<file path="src/rtl/ram_arbiter_pkg.sv">
// Shared types for the RAM port arbiter: word type, RAM handshake state,
// arbiter FSM states, operation encoding and burst address stride.
package ram_arbiter_pkg;
    typedef logic [31:0] word_t;

    typedef enum logic [1:0] {FREE = 2'd0, BUSY = 2'd1, ACCESS = 2'd2, ERROR = 2'd3} ramstate_t;
    typedef enum logic [1:0] {IDLE = 2'd0, XFER = 2'd1, GAP = 2'd2} arb_state_t;
    typedef enum logic {RD = 1'b0, WR = 1'b1} arb_op_t;

    localparam word_t WORD_STRIDE = 32'd4;
endpackage

</file>
<file path="src/rtl/ram_arbiter_if.sv">
// Bundle of requester-side and RAM-side signals around the arbiter.
// slave = arbiter view, master = requesters plus RAM model view.
interface ram_arbiter_if
    import ram_arbiter_pkg::*;
#(
    parameter int NREQ = 4
);
    localparam int IW = $clog2(NREQ);

    logic [NREQ-1:0] req_ren;
    logic [NREQ-1:0] req_wen;
    logic [NREQ-1:0] req_burst;
    word_t           req_addr  [NREQ];
    word_t           req_store [NREQ];
    logic [NREQ-1:0] req_wait;
    word_t           req_load  [NREQ];
    logic [NREQ-1:0] req_err;
    logic [IW-1:0]   gnt_id;
    logic            busy;
    logic            ramREN;
    logic            ramWEN;
    word_t           ramaddr;
    word_t           ramstore;
    word_t           ramload;
    ramstate_t       ramstate;

    modport slave (
        input  req_ren, req_wen, req_burst, req_addr, req_store, ramload, ramstate,
        output req_wait, req_load, req_err, gnt_id, busy, ramREN, ramWEN, ramaddr, ramstore
    );

    modport master (
        output req_ren, req_wen, req_burst, req_addr, req_store, ramload, ramstate,
        input  req_wait, req_load, req_err, gnt_id, busy, ramREN, ramWEN, ramaddr, ramstore
    );
endinterface

</file>
<file path="src/rtl/ram_arbiter_rr_picker.sv">
// Combinational round-robin priority encoder: returns the first active
// index strictly after 'last', wrapping cyclically.
module rr_picker #(
    parameter  int NREQ = 4,
    localparam int IW   = $clog2(NREQ)
) (
    input  logic [NREQ-1:0] active,
    input  logic [IW-1:0]   last,
    output logic            valid,
    output logic [IW-1:0]   idx
);
    // Lowest index above 'last' wins; otherwise fall back to the lowest at or below it.
    always_comb begin
        valid = 1'b0;
        idx   = last;
        for (int i = NREQ - 1; i >= 0; i--) begin
            if (active[i] && (IW'(i) <= last)) begin
                valid = 1'b1;
                idx   = IW'(i);
            end
        end
        for (int i = NREQ - 1; i >= 0; i--) begin
            if (active[i] && (IW'(i) > last)) begin
                valid = 1'b1;
                idx   = IW'(i);
            end
        end
    end
endmodule

</file>
<file path="src/rtl/ram_arbiter.sv">
// Round-robin arbiter sharing one RAM port among NREQ requesters with 1/2-word bursts.
// Optional beat abort on a stalled RAM is enabled by defining ARB_TIMEOUT_EN.
module ram_arbiter
    import ram_arbiter_pkg::*;
#(
    parameter int NREQ = 4
`ifdef ARB_TIMEOUT_EN
    ,
    parameter int TIMEOUT = 255
`endif
) (
    input  logic         clk,
    input  logic         rst,
    ram_arbiter_if.slave bus
);
    localparam int IW = $clog2(NREQ);

    arb_state_t      state_reg;
    arb_op_t         op_reg;
    logic [IW-1:0]   gnt_reg;
    logic [IW-1:0]   rr_last_reg;
    logic            beat_reg;
    logic            last_beat_reg;
    logic            ren_reg;
    logic            wen_reg;
    word_t           addr_reg;

    logic [NREQ-1:0] active;
    logic            pick_valid;
    logic [IW-1:0]   pick_idx;
    logic            in_xfer;
    logic            access;
    logic            abort;

    assign active  = bus.req_ren | bus.req_wen;
    assign in_xfer = (state_reg == XFER);
    assign access  = in_xfer && (bus.ramstate == ACCESS);

    rr_picker #(.NREQ(NREQ)) u_picker (
        .active (active),
        .last   (rr_last_reg),
        .valid  (pick_valid),
        .idx    (pick_idx)
    );

`ifdef ARB_TIMEOUT_EN
    localparam int TW = $clog2(TIMEOUT + 1);
    logic [TW-1:0] to_cnt_reg;
    // to_cnt_reg holds stalled cycles already elapsed, so the current one is the TIMEOUT-th.
    assign abort = in_xfer && !access && (to_cnt_reg == TW'(TIMEOUT - 1));
`else
    assign abort = 1'b0;
`endif

    always_ff @(posedge clk or posedge rst) begin
        if (rst) begin
            state_reg     <= IDLE;
            op_reg        <= RD;
            gnt_reg       <= '0;
            rr_last_reg   <= IW'(NREQ - 1);
            beat_reg      <= 1'b0;
            last_beat_reg <= 1'b0;
            ren_reg       <= 1'b0;
            wen_reg       <= 1'b0;
            addr_reg      <= '0;
`ifdef ARB_TIMEOUT_EN
            to_cnt_reg    <= '0;
`endif
        end else begin
            case (state_reg)
                IDLE: begin
                    if (pick_valid) begin
                        gnt_reg       <= pick_idx;
                        addr_reg      <= bus.req_addr[pick_idx];
                        op_reg        <= bus.req_wen[pick_idx] ? WR : RD;
                        ren_reg       <= !bus.req_wen[pick_idx];
                        wen_reg       <= bus.req_wen[pick_idx];
                        last_beat_reg <= bus.req_burst[pick_idx];
                        beat_reg      <= 1'b0;
                        state_reg     <= XFER;
                    end
                end
                XFER: begin
                    if (access) begin
                        ren_reg <= 1'b0;
                        wen_reg <= 1'b0;
                        if (beat_reg == last_beat_reg) begin
                            state_reg   <= IDLE;
                            rr_last_reg <= gnt_reg;
                        end else begin
                            beat_reg  <= 1'b1;
                            addr_reg  <= addr_reg + WORD_STRIDE;
                            state_reg <= GAP;
                        end
                    end else if (abort) begin
                        ren_reg     <= 1'b0;
                        wen_reg     <= 1'b0;
                        state_reg   <= IDLE;
                        rr_last_reg <= gnt_reg;
                    end
                end
                GAP: begin
                    ren_reg   <= (op_reg == RD);
                    wen_reg   <= (op_reg == WR);
                    state_reg <= XFER;
                end
                default: state_reg <= IDLE;
            endcase
`ifdef ARB_TIMEOUT_EN
            if (!in_xfer || access || abort) begin
                to_cnt_reg <= '0;
            end else begin
                to_cnt_reg <= to_cnt_reg + 1'b1;
            end
`endif
        end
    end

    assign bus.gnt_id   = gnt_reg;
    assign bus.busy     = (state_reg != IDLE);
    assign bus.ramREN   = ren_reg;
    assign bus.ramWEN   = wen_reg;
    assign bus.ramaddr  = addr_reg;
    assign bus.ramstore = in_xfer ? bus.req_store[gnt_reg] : '0;

    // Only the granted requester sees RAM data and a release; all others hold.
    generate
        for (genvar gi = 0; gi < NREQ; gi++) begin : g_req
            logic sel;
            assign sel              = in_xfer && (gnt_reg == IW'(gi));
            assign bus.req_load[gi] = sel ? bus.ramload : '0;
            assign bus.req_wait[gi] = !(sel && (access || abort));
            assign bus.req_err[gi]  = sel && abort;
        end
    endgenerate
endmodule

</file>
<file path="src/flat_wrapper.sv">
// flat-port wrapper written by rule: the top's interface ports become plain ports
module ram_arbiter_flat import ram_arbiter_pkg::*;
#(
    parameter int NREQ = 4

)
  (clk, rst, bus_req_ren, bus_req_wen, bus_req_burst, bus_req_addr, bus_req_store, bus_ramload, bus_ramstate, bus_req_wait, bus_req_load, bus_req_err, bus_gnt_id, bus_busy, bus_ramREN, bus_ramWEN, bus_ramaddr, bus_ramstore);
  ram_arbiter_if #(.NREQ(NREQ)) bus_i ();
  input  logic clk;
  input  logic rst;
  input wire logic [$bits(bus_i.req_ren)-1:0] bus_req_ren;
  input wire logic [$bits(bus_i.req_wen)-1:0] bus_req_wen;
  input wire logic [$bits(bus_i.req_burst)-1:0] bus_req_burst;
  input wire logic [$bits(bus_i.req_addr)-1:0] bus_req_addr;
  input wire logic [$bits(bus_i.req_store)-1:0] bus_req_store;
  input wire logic [$bits(bus_i.ramload)-1:0] bus_ramload;
  input wire logic [$bits(bus_i.ramstate)-1:0] bus_ramstate;
  output wire logic [$bits(bus_i.req_wait)-1:0] bus_req_wait;
  output wire logic [$bits(bus_i.req_load)-1:0] bus_req_load;
  output wire logic [$bits(bus_i.req_err)-1:0] bus_req_err;
  output wire logic [$bits(bus_i.gnt_id)-1:0] bus_gnt_id;
  output wire logic [$bits(bus_i.busy)-1:0] bus_busy;
  output wire logic [$bits(bus_i.ramREN)-1:0] bus_ramREN;
  output wire logic [$bits(bus_i.ramWEN)-1:0] bus_ramWEN;
  output wire logic [$bits(bus_i.ramaddr)-1:0] bus_ramaddr;
  output wire logic [$bits(bus_i.ramstore)-1:0] bus_ramstore;
  assign bus_i.req_ren = bus_req_ren;
  assign bus_i.req_wen = bus_req_wen;
  assign bus_i.req_burst = bus_req_burst;
  assign bus_i.req_addr = {>>{bus_req_addr}};
  assign bus_i.req_store = {>>{bus_req_store}};
  assign bus_i.ramload = bus_ramload;
  assign bus_i.ramstate = bus_ramstate;
  assign bus_req_wait = bus_i.req_wait;
  assign bus_req_load = {>>{bus_i.req_load}};
  assign bus_req_err = bus_i.req_err;
  assign bus_gnt_id = bus_i.gnt_id;
  assign bus_busy = bus_i.busy;
  assign bus_ramREN = bus_i.ramREN;
  assign bus_ramWEN = bus_i.ramWEN;
  assign bus_ramaddr = bus_i.ramaddr;
  assign bus_ramstore = bus_i.ramstore;
  ram_arbiter #(.NREQ(NREQ)) u_core (.clk(clk), .rst(rst), .bus(bus_i));
endmodule
</file>
<file path="config.mk">
export PLATFORM = sky130hd
export DESIGN_NAME = ram_arbiter_flat
export DESIGN_NICKNAME = d
export VERILOG_FILES = /design/src/rtl/ram_arbiter_pkg.sv /design/src/rtl/ram_arbiter_if.sv /design/src/rtl/ram_arbiter_rr_picker.sv /design/src/rtl/ram_arbiter.sv /design/src/flat_wrapper.sv
export SDC_FILE = /design/constraint.sdc
export NUM_CORES = 1
export LEC_CHECK = 0
export CORE_AREA = 2 2 198 200
export DETAILED_ROUTE_END_ITERATION = 8
export DIE_AREA = 0 0 200 202
export GPL_ROUTABILITY_DRIVEN = 0
export PLACE_DENSITY_LB_ADDON = 0.08
export SLEW_MARGIN = 10
export SYNTH_ARGS = -nofsm -noshare
export SYNTH_HDL_FRONTEND = slang
export SYNTH_SLANG_ARGS = --single-unit
</file>
<file path="constraint.sdc">
create_clock -name clk -period 3.3 [get_ports clk]
set_input_delay 0.66 -clock clk [delete_from_list [all_inputs] [get_ports clk]]
set_output_delay 0.66 -clock clk [all_outputs]
set_load 0.05 [all_outputs]
</file>
==> Word-level counts from Yosys, hierarchy flattened <==
Cells that the tools add are included.
{ "classes": {"addsub": 1, "magnitude_cmp": 11, "eq_ne": 10, "mux": 49, "bitwise_logic": 4, "reduce_logical": 32} }
{ "ops": {"columns": ["op", "n"], "rows": [
  ["$mux W32", 12],
  ["$bmux W32 S2", 2],
  ["$pmux W32 S2", 1],
  ["$add A32 B3 Y32 const B", 1],
  ["$mux W2", 11],
  ["$logic_and A1 B1 Y1", 17],
  ["$mux W1", 17],
  ["$eq A2 B2 Y1 const B", 4],
  ["$ge A3 B3 Y1 const B", 2],
  ["$not A2 Y3", 2],
  ["$pmux W1 S3", 2],
  ["$pmux W2 S3", 1],
  ["$reduce_and A3 Y1", 2],
  ["$logic_not A1 Y1", 5],
  ["$bmux W1 S2", 2],
  ["$eq A2 B1 Y1 const B", 2],
  ["$gt A1 B2 Y1 const A", 2],
  ["$gt A2 B2 Y1 const A", 2],
  ["$le A1 B2 Y1 const A", 2],
  ["$le A2 B2 Y1 const A", 2],
  ["$logic_not A2 Y1", 2],
  ["$ne A2 B2 Y1 const B", 2],
  ["$or A4 B4 Y4", 1],
  ["$reduce_and A2 Y1", 2],
  ["other kinds (8)", 9]
]} }
{ "totals": {"regBits": 43, "input_bits": 304, "output_inout_bits": 205, "word_cells": 116} }

==> Longest topological paths before layout <==
Gate-level depths: netlist (run 1).
{ "depth": {"word_depth": 16, "depth_mapped": 10} }

==> Cells and area by module <==
Synthesis (run 1) repeated with hierarchy kept, for this count alone.
{ "hier_totals": {"hier_cells": 565, "area_unflattened_um2": 5376.4} }
{ "modules_own_cells": {"columns": ["module", "n_inst", "cells_per_inst", "area_each_um2"], "rows": [
  ["ram_arbiter", 1, 550, 5292.6],
  ["rr_picker", 1, 15, 83.8]
]} }

==> Worst setup path before layout (run 1) <==
OpenSTA, ideal clock, no wires.
{ "synth_timing": {"path_type": "reg-to-output", "start": "register u_core.gnt_reg[0] (netlist: u_core.bus.gnt_id[0])", "end": "output port bus_ramstore[10]", "arrival_time_ps": 2375, "setup_slack_ps": 265, "stages_incl_launch_ff": 5, "path_buffers": 2, "path_cell_list": "dfrtp_1 > clkbuf_1 > buf_2 > mux4_2 > and2_1"} }
{ "synth_between": {"elab_chain_len": 5} }
{ "synth_lines": {"columns": ["element", "line_no", "rtl"], "rows": [
  ["from (decl)", "ram_arbiter.sv:20", "logic [IW-1:0] gnt_reg;"],
  ["from (signal assigned)", "ram_arbiter.sv:73", "gnt_reg <= pick_idx;"],
  ["$not A2 Y3 (implied by the code)", "ram_arbiter.sv:124", "assign bus.ramstore = in_xfer ? bus.req_store[gnt_reg] : '0;"],
  ["$bmux W32 S2", "ram_arbiter.sv:124", null],
  ["$mux W32 (implied by the code) (2 in series)", "ram_arbiter.sv:124", null],
  ["$mux W32", "ram_arbiter.sv:124", null],
  ["to (decl)", "flat_wrapper.sv:26", "output wire logic [$bits(bus_i.ramstore)-1:0] bus_ramstore;"]
]} }
Every way passes these cells. The select of a mux whose other input is x is not followed.

==> Worst setup path in the final report (run 1) <==
{ "layout_timing": {"start": "input port bus_req_store[48]", "end": "output port bus_ramstore[16]"} }
{ "layout_between": {"elab_chain_len": 4} }
{ "layout_lines": {"columns": ["element", "line_no", "rtl"], "rows": [
  ["from (decl)", "flat_wrapper.sv:15", "input wire logic [$bits(bus_i.req_store)-1:0] bus_req_store;"],
  ["$bmux W32 S2", "ram_arbiter.sv:124", null],
  ["$mux W32 (implied by the code) (2 in series)", "ram_arbiter.sv:124", null],
  ["$mux W32", "ram_arbiter.sv:124", null]
]} }
Every way passes these cells. The select of a mux whose other input is x is not followed.

==> flow_summary.toml, run 1 <==
[synth]
post_synth_num_cell_types = 73
async_reset_ff_share_pct = 100
netlist_area_um2 = 5770
netlist.area_leader.share_pct = 17.8
synth_most_common_cell = "sky130_fd_sc_hd__and2_1"
synth.top_cells.by_count = "161 x sky130_fd_sc_hd__and2_1, 64 x sky130_fd_sc_hd__mux2i_1, 44 x sky130_fd_sc_hd__nand2_1, 41 x sky130_fd_sc_hd__dfrtp_1, 38 x sky130_fd_sc_hd__mux4_2"
number_of_enable_type_register_cells_in_the_synthesized_netlist = 0
area_leader_netlist = "sky130_fd_sc_hd__dfrtp_1"
most_instantiated_flip_flop_cell_in_the_synthesis_netlist = "sky130_fd_sc_hd__dfrtp_1"
post_synth_inst_count = 653
synth.ff_latch_count = 43
synthesis.area_per_instance_um2 = 8.83
yosys_warnings = 0
ys_seq_area_share_pct = 18.7
yosys-top-cells-area = "sky130_fd_sc_hd__dfrtp_1 18%, sky130_fd_sc_hd__and2_1 17%, sky130_fd_sc_hd__mux4_2 15%"

[cells_and_area]
final_design_area_no_fill_um2 = 13000
flow.area_growth_from_synthesis_pct = 126
post_route_cells_drive_above_1_share_pct = 24.7
largest_register_ff_count = 32
finish.net_count = 1467
final-instance-count-excl-fill = 1683

[placed_design]
placement.cell_area_um2 = 12900
dp_hpwl_mm = 31.5
io_buffer_count = 504
post-place-cells = 1669

[clock_tree]
htree_levels = 2
cts_hold_buf = 0
tritoncts.num_buffers = 5
max-clock-path-buffers = 2
post_cts_resize_count = 0
post_cts.repair.setup_buffers = 0
path_clk_slew_ns = 0.06
sinks_on_the_clock_net = 43
cts_tree = "yes"
clkLatencyLatePin_ns = 0.30
cts_root_buffer = "sky130_fd_sc_hd__clkbuf_16"

[global_route]
first_global_vias = 7282
grt.total_usage_pct = 17.6
global_route_total_overflow = 0
grt_max_degree = 34
grt_pass1_wl_mm = 51.6
grt_antenna_before_repair = 10

[setup_path]
critical_path.most_common_cell = "sky130_fd_sc_hd__clkdlybuf4s50_1"
critical_path.max_fanout = 1
cp-start-kind = "primary input"
arrival_ns = 2.41
critical-path-max-stage-delay_ns = 0.70
critPathCaptureType = "output pin"
crit_chain = "clkdlybuf4s50_1, mux4_2, and2_1, clkdlybuf4s50_1"
timing.critical_path.required_ns = 2.64
cp_top_family = "buffers and inverters"
timing.critical_path.buf_inv = 2
critical_path.slowest_cell = "sky130_fd_sc_hd__clkdlybuf4s50_1"
timing.setup.critical_path_class = "in -> out"

[floorplanning]
die_h_um = 202
chipWidth_um = 200
floorplan.rows = 72
initial_core_util_pct = 15.1
fp.dieArea_um2 = 40400
top_level_ports = 509
core_area_um2 = 38300

[power_and_ir_drop]
power.switching_mw = 6.18
netSwitchingFraction_pct = 54.1
p_int_mw = 5.24
pwrdens_nw_per_um2 = 876
total_leakage_power_nw = 5.10
power.share.combinational_pct = 85.1
maximum_vdd_ir_drop_mv = 0.267
seq_power_share_pct = 10.4
clkPwrFrac_pct = 4.5

[sta]
final-hold-violation-count = 0
setup-tns-final_ns = 0
final_min_period_over_clock_period_pct = 93.0
setup_repair_after_global_routing_missed_its_margin = "no"
report.final.setup_viol = 0
finalClockSkew_ns = 0.0106
timing_max_transition_violations_final = 0
final_period_minus_worst_setup_slack_ns = 3.07
achievable-frequency_mhz = 326
relSlewSlack_pct = 47.3
transition_at_the_pin_with_the_smallest_max_transition_slack_ns = 0.789

[route]
route.detailed.vias_per_inst = 4.17
first_iter_violations = 335
drt_first_pass_iters = 5
detail-route-antenna-nets = 0
drc = 0
drt-wirelength-per-cell_um = 22.0
wl_mm = 37.1
detailroute.via_count = 7016

[min_path]
hold_path.class = "reg -> reg"

[flow_run]
max_cap_violations = 0

[status]
status = "completed"
==> logic make-up (layout without fill, tap and decap cells) <==
family / Yosys count / after routing / share of synthesized area, %
compound gates: 100 / 100 / 13.0
xor+xnor: 6 / 6 / 0.911
fa+ha+maj: 5 / 5 / 1.08
buf+inv: 69 / 572 / 5.99
flops: 43 / 43 / 18.7
mux: 118 / 118 / 29.1
other cells: 1 / 10 / 0.0650
simple gates: 311 / 311 / 31.2
==> power by group through the flow <==
stage               clock network, mW  registers (mW)  logic (mW)
detailed placement                  0            1.20        9.87
floorplan                           0            1.78        5.08
CTS                             0.532            1.19        9.90
global placement                    0            1.20        9.86
finish                          0.514            1.19        9.72
global route                    0.547            1.25        10.3
==> area by class of cell <==
class / count / area [um^2]
inverters: 15 / 56.3
repair buffers: 549 / 6700
fillers: 3852 / 25300
clock buffers: 6 / 129
diodes: 6 / 15.0
flip-flops and latches: 43 / 1080
well taps: 518 / 648
clock inverters: 2 / 12.5
multi-input cells: 544 / 4390
==> cell usage in the layout, fill, tap and decap left out, types with 6 or more instances in the layout <==
cell type                         count
sky130_fd_sc_hd__a211oi_1             7
sky130_fd_sc_hd__mux2_2              16
sky130_fd_sc_hd__nand2b_1             6
sky130_fd_sc_hd__nand2_1             44
sky130_fd_sc_hd__buf_4               58
sky130_fd_sc_hd__diode_2              6
sky130_fd_sc_hd__mux2i_1             64
sky130_fd_sc_hd__dfrtp_1             39
sky130_fd_sc_hd__o21ai_0             19
sky130_fd_sc_hd__and3_1              12
sky130_fd_sc_hd__nand3_1              7
sky130_fd_sc_hd__nor3_1              18
sky130_fd_sc_hd__a221o_1              8
sky130_fd_sc_hd__o221a_2              6
sky130_fd_sc_hd__inv_1               14
sky130_fd_sc_hd__clkdlybuf4s50_1    356
sky130_fd_sc_hd__nor2_1              21
sky130_fd_sc_hd__and2_1             161
sky130_fd_sc_hd__a21oi_1             16
sky130_fd_sc_hd__mux4_2              38
sky130_fd_sc_hd__buf_12             135
sky130_fd_sc_hd__nor4_1               7
==> worst reg2reg max path, stage by stage (launching register included) <==
cell,delay [ns]
sky130_fd_sc_hd__dfstp_2,0.67
sky130_fd_sc_hd__o2bb2ai_1,0.19
sky130_fd_sc_hd__o31ai_1,0.19
sky130_fd_sc_hd__a211oi_4,0.30
sky130_fd_sc_hd__buf_12,0.20
sky130_fd_sc_hd__buf_4,0.26
sky130_fd_sc_hd__mux2i_1,0.25
sky130_fd_sc_hd__mux2i_1,0.10
sky130_fd_sc_hd__a221o_1,0.29
==> layer usage <==
metal,global-route usage (%),up-vias,share of wire [%],wire [um]
met5,0,-,0.13,48
met4,2.28,8,0.89,330
met3,6.54,22,9.1,3370
met2,30.3,257,49,18200
met1,21.3,3326,41,15200
li1,-,3403,-,-
==> per-stage QoR <==
step	hold WS [ns]	power, mW	setup WS (ns)	util, %
after floorplan	0.470	6.86	0.265	-
after global placement	0.474	11.1	0.0277	33.6
after detailed placement	0.477	11.1	0.0674	33.6
after CTS	0.515	11.6	0.178	34.0
after global routing	0.527	12.1	0.0670	34.0
final	0.515	11.4	0.232	34.0
==> worst paths after layout <==
check	startpoint	endpoint	slack, ns	cells past startpoint
setup / recovery	bus_req_store[48]	bus_ramstore[16]	0.23	4
hold / removal	u_core.bus.ramREN	u_core.bus.ramREN	0.51	2
setup reg to reg	u_core.rr_last_reg[1]	u_core.bus.ramaddr[28]	0.72	8
hold reg to reg	u_core.bus.ramREN	u_core.bus.ramREN	0.51	2
max in group asynchronous	rst	u_core.last_beat_reg	2.03	3
min in group asynchronous	rst	u_core.bus.ramaddr[29]	0.72	2
No activity file was read; power rests on OpenSTA's default activity.
==> run 2: changes to the inputs <==
- PLACE_DENSITY: not set -> 0.53
- PLACE_DENSITY_LB_ADDON: 0.08 -> not set
==> run 2 against run 1 <==
  * Cell area shrank 1.3%
  * Via count up 2.3%
  * Die area did not move
  * Critical path type is now reg -> out
  * Largest cell class unchanged
==> flow_summary.toml, run 2 (synthesis gave the netlist of run 1 again) <==
[sta]
setup-tns-final_ns = 0
finalClockSkew_ns = 0.0102
worst_slack_ns = 0.217
setup_repair_after_global_routing_missed_its_margin = "no"
report.final.setup_viol = 0
achievable-frequency_mhz = 324
transition_at_the_pin_with_the_smallest_max_transition_slack_ns = 0.720
final_min_period_over_clock_period_pct = 93.4
timing_max_transition_violations_final = 0
final-hold-violation-count = 0
final_period_minus_worst_setup_slack_ns = 3.08
relSlewSlack_pct = 51.7

[global_route]
grt_max_degree = 34
first_global_vias = 7198
grt_pass1_wl_mm = 50.3
grt.total_usage_pct = 17.0
global_route_total_overflow = 0
grt_antenna_before_repair = 3

[min_path]
hold_path_startpoint = "u_core.bus.ramaddr[0]"
hold_path.class = "reg -> reg"

[floorplanning]
core_area_um2 = 38300
initial_core_util_pct = 15.1
die_h_um = 202
floorplan.rows = 72
chipWidth_um = 200
fp.dieArea_um2 = 40400
top_level_ports = 509

[power_and_ir_drop]
maximum_vdd_ir_drop_mv = 0.340
total_leakage_power_nw = 5.06
pwrdens_nw_per_um2 = 879

[cells_and_area]
multi_input_comb_area_um2 = 4390
filler_cell_count = 3902
flow.area_growth_from_synthesis_pct = 123
final-instance-count-excl-fill = 1670
post_route_cells_drive_above_1_share_pct = 25.3
final_core_util_pct = 33.6
most_common_library_cell_in_the_layout_ignoring_fill_and_taps = "sky130_fd_sc_hd__clkdlybuf4s50_1"
largest_register_ff_count = 32
final_design_area_no_fill_um2 = 12900
finish.net_count = 1457
layout.area.seq_um2 = 1080
most_frequent_cells_in_the_layout = "342 x sky130_fd_sc_hd__clkdlybuf4s50_1, 161 x sky130_fd_sc_hd__and2_1, 131 x sky130_fd_sc_hd__buf_12"

[setup_path]
reg2reg_from = "u_core.rr_last_reg[1]"
crit_chain = "inv_1, ha_2, buf_4, inv_1, nor3b_2, buf_4, and2_1, buf_12"
critical_path.max_fanout = 33
cp-start-kind = "flip-flop"
timing.critical_path.required_ns = 2.64
worstReg2RegEnd = "u_core.bus.ramaddr[5]"
cp_top_family = "buffers and inverters"
reg2reg_depth = 6
arrival_ns = 2.42
timing.setup.critical_path_class = "reg -> out"
timing.critical_path.buf_inv = 5
critical-path-max-stage-delay_ns = 0.41
setup.reg_to_reg.worst_slack_ns = 0.67
critical_path.slowest_cell = "sky130_fd_sc_hd__dfrtp_1"
setup.worst_path.start = "u_core.state_reg[1]"
worstSetupEndpoint = "bus_req_load[61]"
worstSetupPathDepth = 8
critPathCaptureType = "output pin"

[clock_tree]
sinks_on_the_clock_net = 43
post_cts_resize_count = 0
cts_hold_buf = 0
cts_tree = "yes"
tritoncts.num_buffers = 5
cts_root_buffer = "sky130_fd_sc_hd__clkbuf_16"
clkLatencyLatePin_ns = 0.30
max-clock-path-buffers = 2
post_cts.repair.setup_buffers = 0
htree_levels = 2
path_clk_slew_ns = 0.06

[route]
drc = 0
first_iter_violations = 309
drt_first_pass_iters = 5
route.detailed.vias_per_inst = 4.30
detail-route-antenna-nets = 0
detailroute.via_count = 7178
drt-wirelength-per-cell_um = 21.5
wl_mm = 35.8

[placed_design]
io_buffer_count = 504
dpl_worst_slack_ns = -0.0275
post-place-cells = 1659
dp_hpwl_mm = 30.2
placement.cell_area_um2 = 12700

[flow_run]
max_cap_violations = 0

[status]
status = "completed"
run 2: cell count changes in the layout (fill, tap and decap cells not counted):
| cell | delta |
|---|---|
| sky130_fd_sc_hd__clkdlybuf4s50_1 | -14 |
| sky130_fd_sc_hd__buf_12 | -4 |
| sky130_fd_sc_hd__buf_4 | +8 |
| sky130_fd_sc_hd__clkbuf_1 | -1 |
| sky130_fd_sc_hd__clkinv_2 | +2 |
| sky130_fd_sc_hd__diode_2 | -3 |
| sky130_fd_sc_hd__clkinvlp_4 | -1 |
run 2: through the flow:
stage	power [mW]	hold slack (ns)
after detailed placement	10.9	0.477
after global routing	11.9	0.545
after floorplan	6.86	0.470
after global placement	10.8	0.471
after CTS	11.4	0.501
final	11.3	0.501
run 2: layout make-up:
class	count	area share (%)
repair buffers	539	50.9
multi-input cells	544	34.1
flip-flops and latches	43	8.41
well taps	518	5.04
clock buffers	5	0.973
inverters	15	0.438
clock inverters	3	0.117
diodes	3	0.0584
run 2: worst min-delay path by stage:
stage / endpoint / depth (start not counted)
3_3_place_gp: u_core.bus.ramaddr[1] / 2
3_5_place_dp: u_core.bus.ramaddr[0] / 2
6_report: u_core.bus.ramaddr[0] / 2
4_1_cts: u_core.bus.ramaddr[0] / 2
5_1_grt: u_core.bus.ramaddr[0] / 2
2_1_floorplan: u_core.last_beat_reg / 2
run 2: metal layers:
metal,GRT usage [%],part of all wire (%),wire length (um),vias to the layer above
met5,0,0,0,-
met4,2.17,0.79,282,0
li1,-,-,-,3388
met2,29.7,50,18100,286
met1,22.2,41,14900,3485
met3,2.89,7.3,2610,19
run 2: report_power, final:
| part | switching, mW | leakage [nW] | total (mW) | internal [mW] |
|---|---|---|---|---|
| Sequential | 0.394 | 0.509 | 1.20 | 0.811 |
| Clock | 0.226 | 0.0734 | 0.503 | 0.277 |
| Combinational | 5.58 | 4.47 | 9.60 | 4.02 |
| Total | 6.20 | 5.06 | 11.3 | 5.11 |
run 2: tightest hold or removal path, delay by kind of cell, from the launching register on:
family / cells / cell delay, ns
AND/OR/NAND/NOR: 1 / 0.05
AO/OA/AOI/OAI: 1 / 0.06
flip-flops: 1 / 0.35
==> run 3: changes to the inputs <==
- CORE_AREA: 2 2 198 200 -> 2 2 199 201
- DIE_AREA: 0 0 200 202 -> 0 0 201 203
- PLACE_DENSITY: 0.53 -> 0.54
- clock period: 3.3 -> 2.63 ns (I/O delays scaled with it)
==> run 3 against run 2 <==
  * Sequential power grew 21%
  * Power increased by 36%
  * Wire length is 4.2% higher
  * Critical path depth up 1
  * Clock power is 32% higher
  * Worst hold slack better by 0.0099 ns
  * Via count is 4.9% higher
  * Cell area grew 7.0%
  * Largest power group unchanged
==> flow_summary.toml, run 3 (synthesis gave the netlist of run 1 again) <==
[route]
drc = 0
route.detailed.vias_per_inst = 4.33
wl_mm = 37.4
first_iter_violations = 474
detail-route-antenna-nets = 0
drt_first_pass_iters = 7
drt-wirelength-per-cell_um = 21.5
detailroute.via_count = 7531

[power_and_ir_drop]
pwrdens_nw_per_um2 = 1120
maximum_vdd_ir_drop_mv = 0.538
total_leakage_power_nw = 5.59
power_mw = 15.4

[floorplanning]
die_h_um = 203
initial_core_util_pct = 15.0
floorplan.rows = 72
top_level_ports = 509
core_area_um2 = 38500
chipWidth_um = 201
fp.dieArea_um2 = 40800

[sta]
whs_ns = 0.511
finalClockSkew_ns = 0.00663
timing_max_transition_violations_final = 0
report.final.setup_viol = 0
final-hold-violation-count = 0
achievable-frequency_mhz = 392
setup-tns-final_ns = 0
final_period_minus_worst_setup_slack_ns = 2.55
relSlewSlack_pct = 61.8
setup_repair_after_global_routing_missed_its_margin = "yes"
final_min_period_over_clock_period_pct = 96.9
transition_at_the_pin_with_the_smallest_max_transition_slack_ns = 0.571

[cells_and_area]
largest_register_ff_count = 32
layout.area.seq_um2 = 1080
flow.area_growth_from_synthesis_pct = 139
most_frequent_cells_in_the_layout = "330 x sky130_fd_sc_hd__clkdlybuf4s50_1, 140 x sky130_fd_sc_hd__buf_12, 125 x sky130_fd_sc_hd__and2_1"
post_route_cells_drive_above_1_share_pct = 33.5
final_design_area_no_fill_um2 = 13800
filler_cell_count = 3868
multi_input_comb_area_um2 = 4550
finish.net_count = 1523
most_common_library_cell_in_the_layout_ignoring_fill_and_taps = "sky130_fd_sc_hd__clkdlybuf4s50_1"

[global_route]
grt.total_usage_pct = 17.6
first_global_vias = 7678
grt_antenna_before_repair = 17
global_route_total_overflow = 0
grt_pass1_wl_mm = 53.5
grt_max_degree = 34

[clock_tree]
path_clk_slew_ns = 0.07
sinks_on_the_clock_net = 43
clkLatencyLatePin_ns = 0.29
cts_hold_buf = 0
tritoncts.num_buffers = 5
max-clock-path-buffers = 2
htree_levels = 2
cts_tree = "yes"
cts_root_buffer = "sky130_fd_sc_hd__clkbuf_16"

[status]
status = "completed"

[placed_design]
placement.cell_area_um2 = 13200
io_buffer_count = 504
dp_hpwl_mm = 31.1

[setup_path]
timing.critical_path.required_ns = 2.10
critPathCaptureType = "output pin"
critical_path.most_common_cell = "sky130_fd_sc_hd__buf_12"
cp-start-kind = "flip-flop"
arrival_ns = 2.02
crit_chain = "inv_2, ha_4, buf_6, clkinvlp_4, nor3b_4, buf_4, buf_12, and2_1, buf_12"
timing.setup.critical_path_class = "reg -> out"
critical-path-max-stage-delay_ns = 0.39
critical_path.max_fanout = 17
critical_path.slowest_cell = "sky130_fd_sc_hd__dfrtp_1"

[flow_run]
max_cap_violations = 0

[min_path]
hold_path.class = "reg -> reg"
run 3: changes by cell type in the layout (fill, tap and decap cells not counted), sizes merged:
cell and delta:
clkinv -3, buf +68, clkbuf +1, bufbuf +1
clkdlybuf4s50 -12, diode +2, dlymetal6s2s +8, clkinvlp +3
run 3: metal layers:
metal	part of all wire (%)	track usage (%)
met1	42	22.9
met2	48	29.0
met3	8.2	5.17
met4	1.6	3.15
met5	0.16	0
run 3: final timing paths:
check	from	end	slack [ns]	cells after the start
max	u_core.state_reg[1]	bus_req_load[57]	0.08	9
min	u_core.last_beat_reg	u_core.last_beat_reg	0.51	2
max reg2reg	u_core.rr_last_reg[0]	u_core.bus.ramaddr[18]	0.10	6
min reg2reg	u_core.last_beat_reg	u_core.last_beat_reg	0.51	2
max in group asynchronous	rst	u_core.bus.ramaddr[13]	1.47	3
min in group asynchronous	rst	u_core.bus.ramWEN	0.57	2
run 3: through the flow:
step	utilization, %	instances	worst slack, ns
final	35.8	1738	0.0817
after global routing	35.8	1735	-0.0318
after CTS	35.5	1732	0.00817
after detailed placement	34.4	1713	-0.341
after global placement	34.4	1713	-0.312
after floorplan	-	656	0.0710
run 3: final cells by class:
type | instances | share of cell area (%)
clock inverter | 3 | 0.173
multi-input combinational | 544 | 33.0
inverter | 15 | 0.436
antenna | 5 | 0.0909
sequential | 43 | 7.86
tap | 518 | 4.71
clock buffer | 5 | 0.909
timing repair buffer | 605 | 52.8
run 3: timing repair:
item / CTS / global route
cloned: 3 / 1
buffers inserted: 8 / 0
resized for setup: 50 / 18
pin swaps: 2 / 4
setup endpoints to repair: 67 / 97
run 3: report_power, final:
| part | internal [mW] | switching, mW |
|---|---|---|
| clock network | 0.356 | 0.305 |
| logic | 5.92 | 7.33 |
| registers | 1.02 | 0.433 |
| total | 7.29 | 8.07 |
run 3: critical path: cells and delay by family, from the launching register on:
family | cells | cell delay [ns]
buf+inv | 6 | 0.74
simple gates | 2 | 0.42
flops | 1 | 0.39
fa+ha+maj | 1 | 0.15
==> RTL change: new RTL, settings of run 3 <==
The 3 states of `arb_state_t` get a one-hot encoding in 3 bits.
--- a/src/rtl/ram_arbiter_pkg.sv
+++ b/src/rtl/ram_arbiter_pkg.sv
@@ -4,7 +4,7 @@
     typedef logic [31:0] word_t;
 
     typedef enum logic [1:0] {FREE = 2'd0, BUSY = 2'd1, ACCESS = 2'd2, ERROR = 2'd3} ramstate_t;
-    typedef enum logic [1:0] {IDLE = 2'd0, XFER = 2'd1, GAP = 2'd2} arb_state_t;
+    typedef enum logic [2:0] {IDLE = 3'b001, XFER = 3'b010, GAP = 3'b100} arb_state_t;
     typedef enum logic {RD = 1'b0, WR = 1'b1} arb_op_t;
 
     localparam word_t WORD_STRIDE = 32'd4;
Behaviour: same outputs for any inputs over 4 cycles, from zero or initial values and one cycle with rst high; so few cycles prove little.
==> RTL change against run 3 <==
  * Setup slack worse by 25 ps
  * Fmax decreased by 0.96%
  * Final cell count down 0.63%
  * Wire length increased by 7.5%
  * First-iteration DRC count shrank 5.9%
  * Register-to-register slack better by 90 ps
  * Global-route usage up 1.3 points
  * Total power down 19%
  * Hold slack gained 1.3 ps
  * Synthesized area decreased by 5.5%
  * Cell area shrank 4.1%
  * Clock power decreased by 0.9%
  * Sequential cell count is 1 higher
  * Sequential power is 9.7% higher
==> RTL change: results (changes against run 3) <==
** Outcome
- Run status: complete, no violations (unchanged).

** Global routing
- Number of antenna violations at the first check in global routing :: 16 (was 17)
- Met2 usage :: 33.7% (was 29.0%)
- The global-route track usage on met1 is 21.5% (was 22.9%).
- The via count of the first global-routing pass was 7800 (was 7678).
- The largest net degree at the start of global routing is 39 (was 34).
- The met3 demand-to-capacity share in global routing came to 5.75% (was 5.17%).
- First-pass GRT wire length :: 56.6 mm (was 53.5 mm)

** Synth
- Most frequent cells after synthesis :: sky130_fd_sc_hd__and2_1 (163), sky130_fd_sc_hd__nand2_1 (72), sky130_fd_sc_hd__dfrtp_1 (41) (was sky130_fd_sc_hd__and2_1 (161), sky130_fd_sc_hd__mux2i_1 (64), sky130_fd_sc_hd__nand2_1 (44))
- The number of instances in the synthesized netlist is 665 (was 653).
- Ranking of synthesized cells by area: sky130_fd_sc_hd__dfrtp_1 (19%), sky130_fd_sc_hd__and2_1 (19%), sky130_fd_sc_hd__mux4_2 (13%) (was sky130_fd_sc_hd__dfrtp_1 (18%), sky130_fd_sc_hd__and2_1 (17%), sky130_fd_sc_hd__mux4_2 (15%)).

** Route
- Detailed-router iteration count before antenna repair :: 5 (was 7)
- Violation count after the first detailed-routing iteration :: 446 (was 474)
- Met1 wire length :: 14.9 mm (was 15.8 mm)
- Number of vias in the routed layout :: 7665 (was 7531)
- Wire length on met3 :: 3.52 mm (was 3.08 mm)

** Critical path
- The length in cells of the worst reg-to-reg path came to 8 (was 6).
- The minimum setup slack among reg-to-reg paths is 190 ps (was 100 ps).
- Destination of the worst register-to-register timing path :: u_core.bus.ramaddr[31] (was u_core.bus.ramaddr[18])
- Launching point of the worst reg2reg path :: u_core.rr_last_reg[1] (was u_core.rr_last_reg[0])
- The largest fanout on the critical path came to 33 (was 17).

** Pwr
- Worst vdd ir :: 0.000487 V (was 0.000538 V)
- The switching share of total power was 52.5% (about the same).

** Placed design
- Placed cell count :: 1701 (was 1713)
- The HPWL reported at the end of detailed placement came to 33.8 mm (was 31.1 mm).
- The cell area after placement is 12900 um2 (was 13200 um2).

** Final layout
- Layout cell share with drive strength beyond 1 :: 26.8% (was 33.5%)
- The fill cell instance count of the final layout was 3919 (was 3868).

** Min path
- Worst Hold Launch :: u_core.beat_reg (was u_core.last_beat_reg)

** Timing
- The setup clock skew after layout was 4.02 ps (was 6.63 ps).
[RTL change: changes by cell type after synthesis, sizes merged, moves of 7 or more]
cell / before / now
a211o: 2 / 10
a21oi: 16 / 25
a31oi: 2 / 12
inv: 15 / 7
mux2: 16 / 7
mux2i: 64 / 16
nand2: 46 / 72
nand3: 8 / 17
nor2: 23 / 34
nor3: 21 / 9
o221ai: 3 / 15
o22ai: 1 / 12
o311ai: 1 / 8
[RTL change: logic make-up (layout without fill, tap and decap cells)]
group | count (synthesis) | count (layout) | share of synthesized area (%)
buf+inv | 67 | 597 | 5.90
fa+ha+maj | 1 | 1 | 0.229
simple gates | 340 | 340 | 34.2
other cells | 1 | 15 | 0.0688
xor+xnor | 1 | 1 | 0.161
compound gates | 156 | 156 | 21.6
mux | 55 | 55 | 17.6
flops | 44 | 44 | 20.3
[RTL change: layout make-up]
class / instances / share of cell area [%]
diodes: 11 / 0.209
clock buffers: 6 / 1.05
clock inverters: 2 / 0.0758
inverters: 7 / 0.199
multi-input cells: 557 / 31.2
flip-flops and latches: 44 / 8.39
well taps: 518 / 4.91
repair buffers: 582 / 54.0
[RTL change: per-stage QoR]
stage	total power, mW	hold WS [ps]	util [%]	TNS [ps]
finish	12.4	512	34.3	0
global route	13.1	554	34.3	-273
CTS	12.3	511	34.0	0
detailed placement	11.6	495	33.6	-6430
global placement	11.6	494	33.6	-5250
floorplan	7.07	464	-	0
[RTL change: worst max path at each step]
| stage | startpoint | end | slack [ps] | cells after the start |
|---|---|---|---|---|
| after floorplan | u_core.bus.gnt_id[0] | bus_ramstore[10] | 90 | 4 |
| after global placement | bus_req_wen[1] | u_core.bus.ramaddr[12] | -300 | 7 |
| after detailed placement | bus_req_ren[3] | u_core.bus.ramaddr[22] | -360 | 8 |
| after CTS | bus_req_wen[1] | u_core.bus.ramaddr[18] | 9 | 9 |
| after global routing | u_core.state_reg[2] | bus_req_load[88] | -30 | 6 |
| final | u_core.state_reg[2] | bus_req_load[60] | 60 | 5 |
[RTL change: power by group through the flow]
stage	Sequential (mW)	Combinational [mW]	Clock, mW
after detailed placement	1.58	10.0	0
final	1.59	10.2	0.656
after global routing	1.65	10.8	0.689
after CTS	1.58	10.1	0.668
after global placement	1.58	9.99	0
after floorplan	2.33	4.74	0
[RTL change: worst max-delay path, stage by stage (launching register included)]
cell and delay (ps):
sky130_fd_sc_hd__dfrtp_1 460, sky130_fd_sc_hd__or3b_4 450, sky130_fd_sc_hd__nor3b_2 250, sky130_fd_sc_hd__buf_12 220, sky130_fd_sc_hd__and2_1 210, sky130_fd_sc_hd__buf_12 150
[RTL change: timing repair]
action                                 4_1_cts  5_1_grt
pin swaps                                    1        2
resized for setup                            3       13
hold buffers                                 0        0
setup endpoints to repair                   33       54
buffers inserted                             0        7
endpoints found under the hold margin        0        0
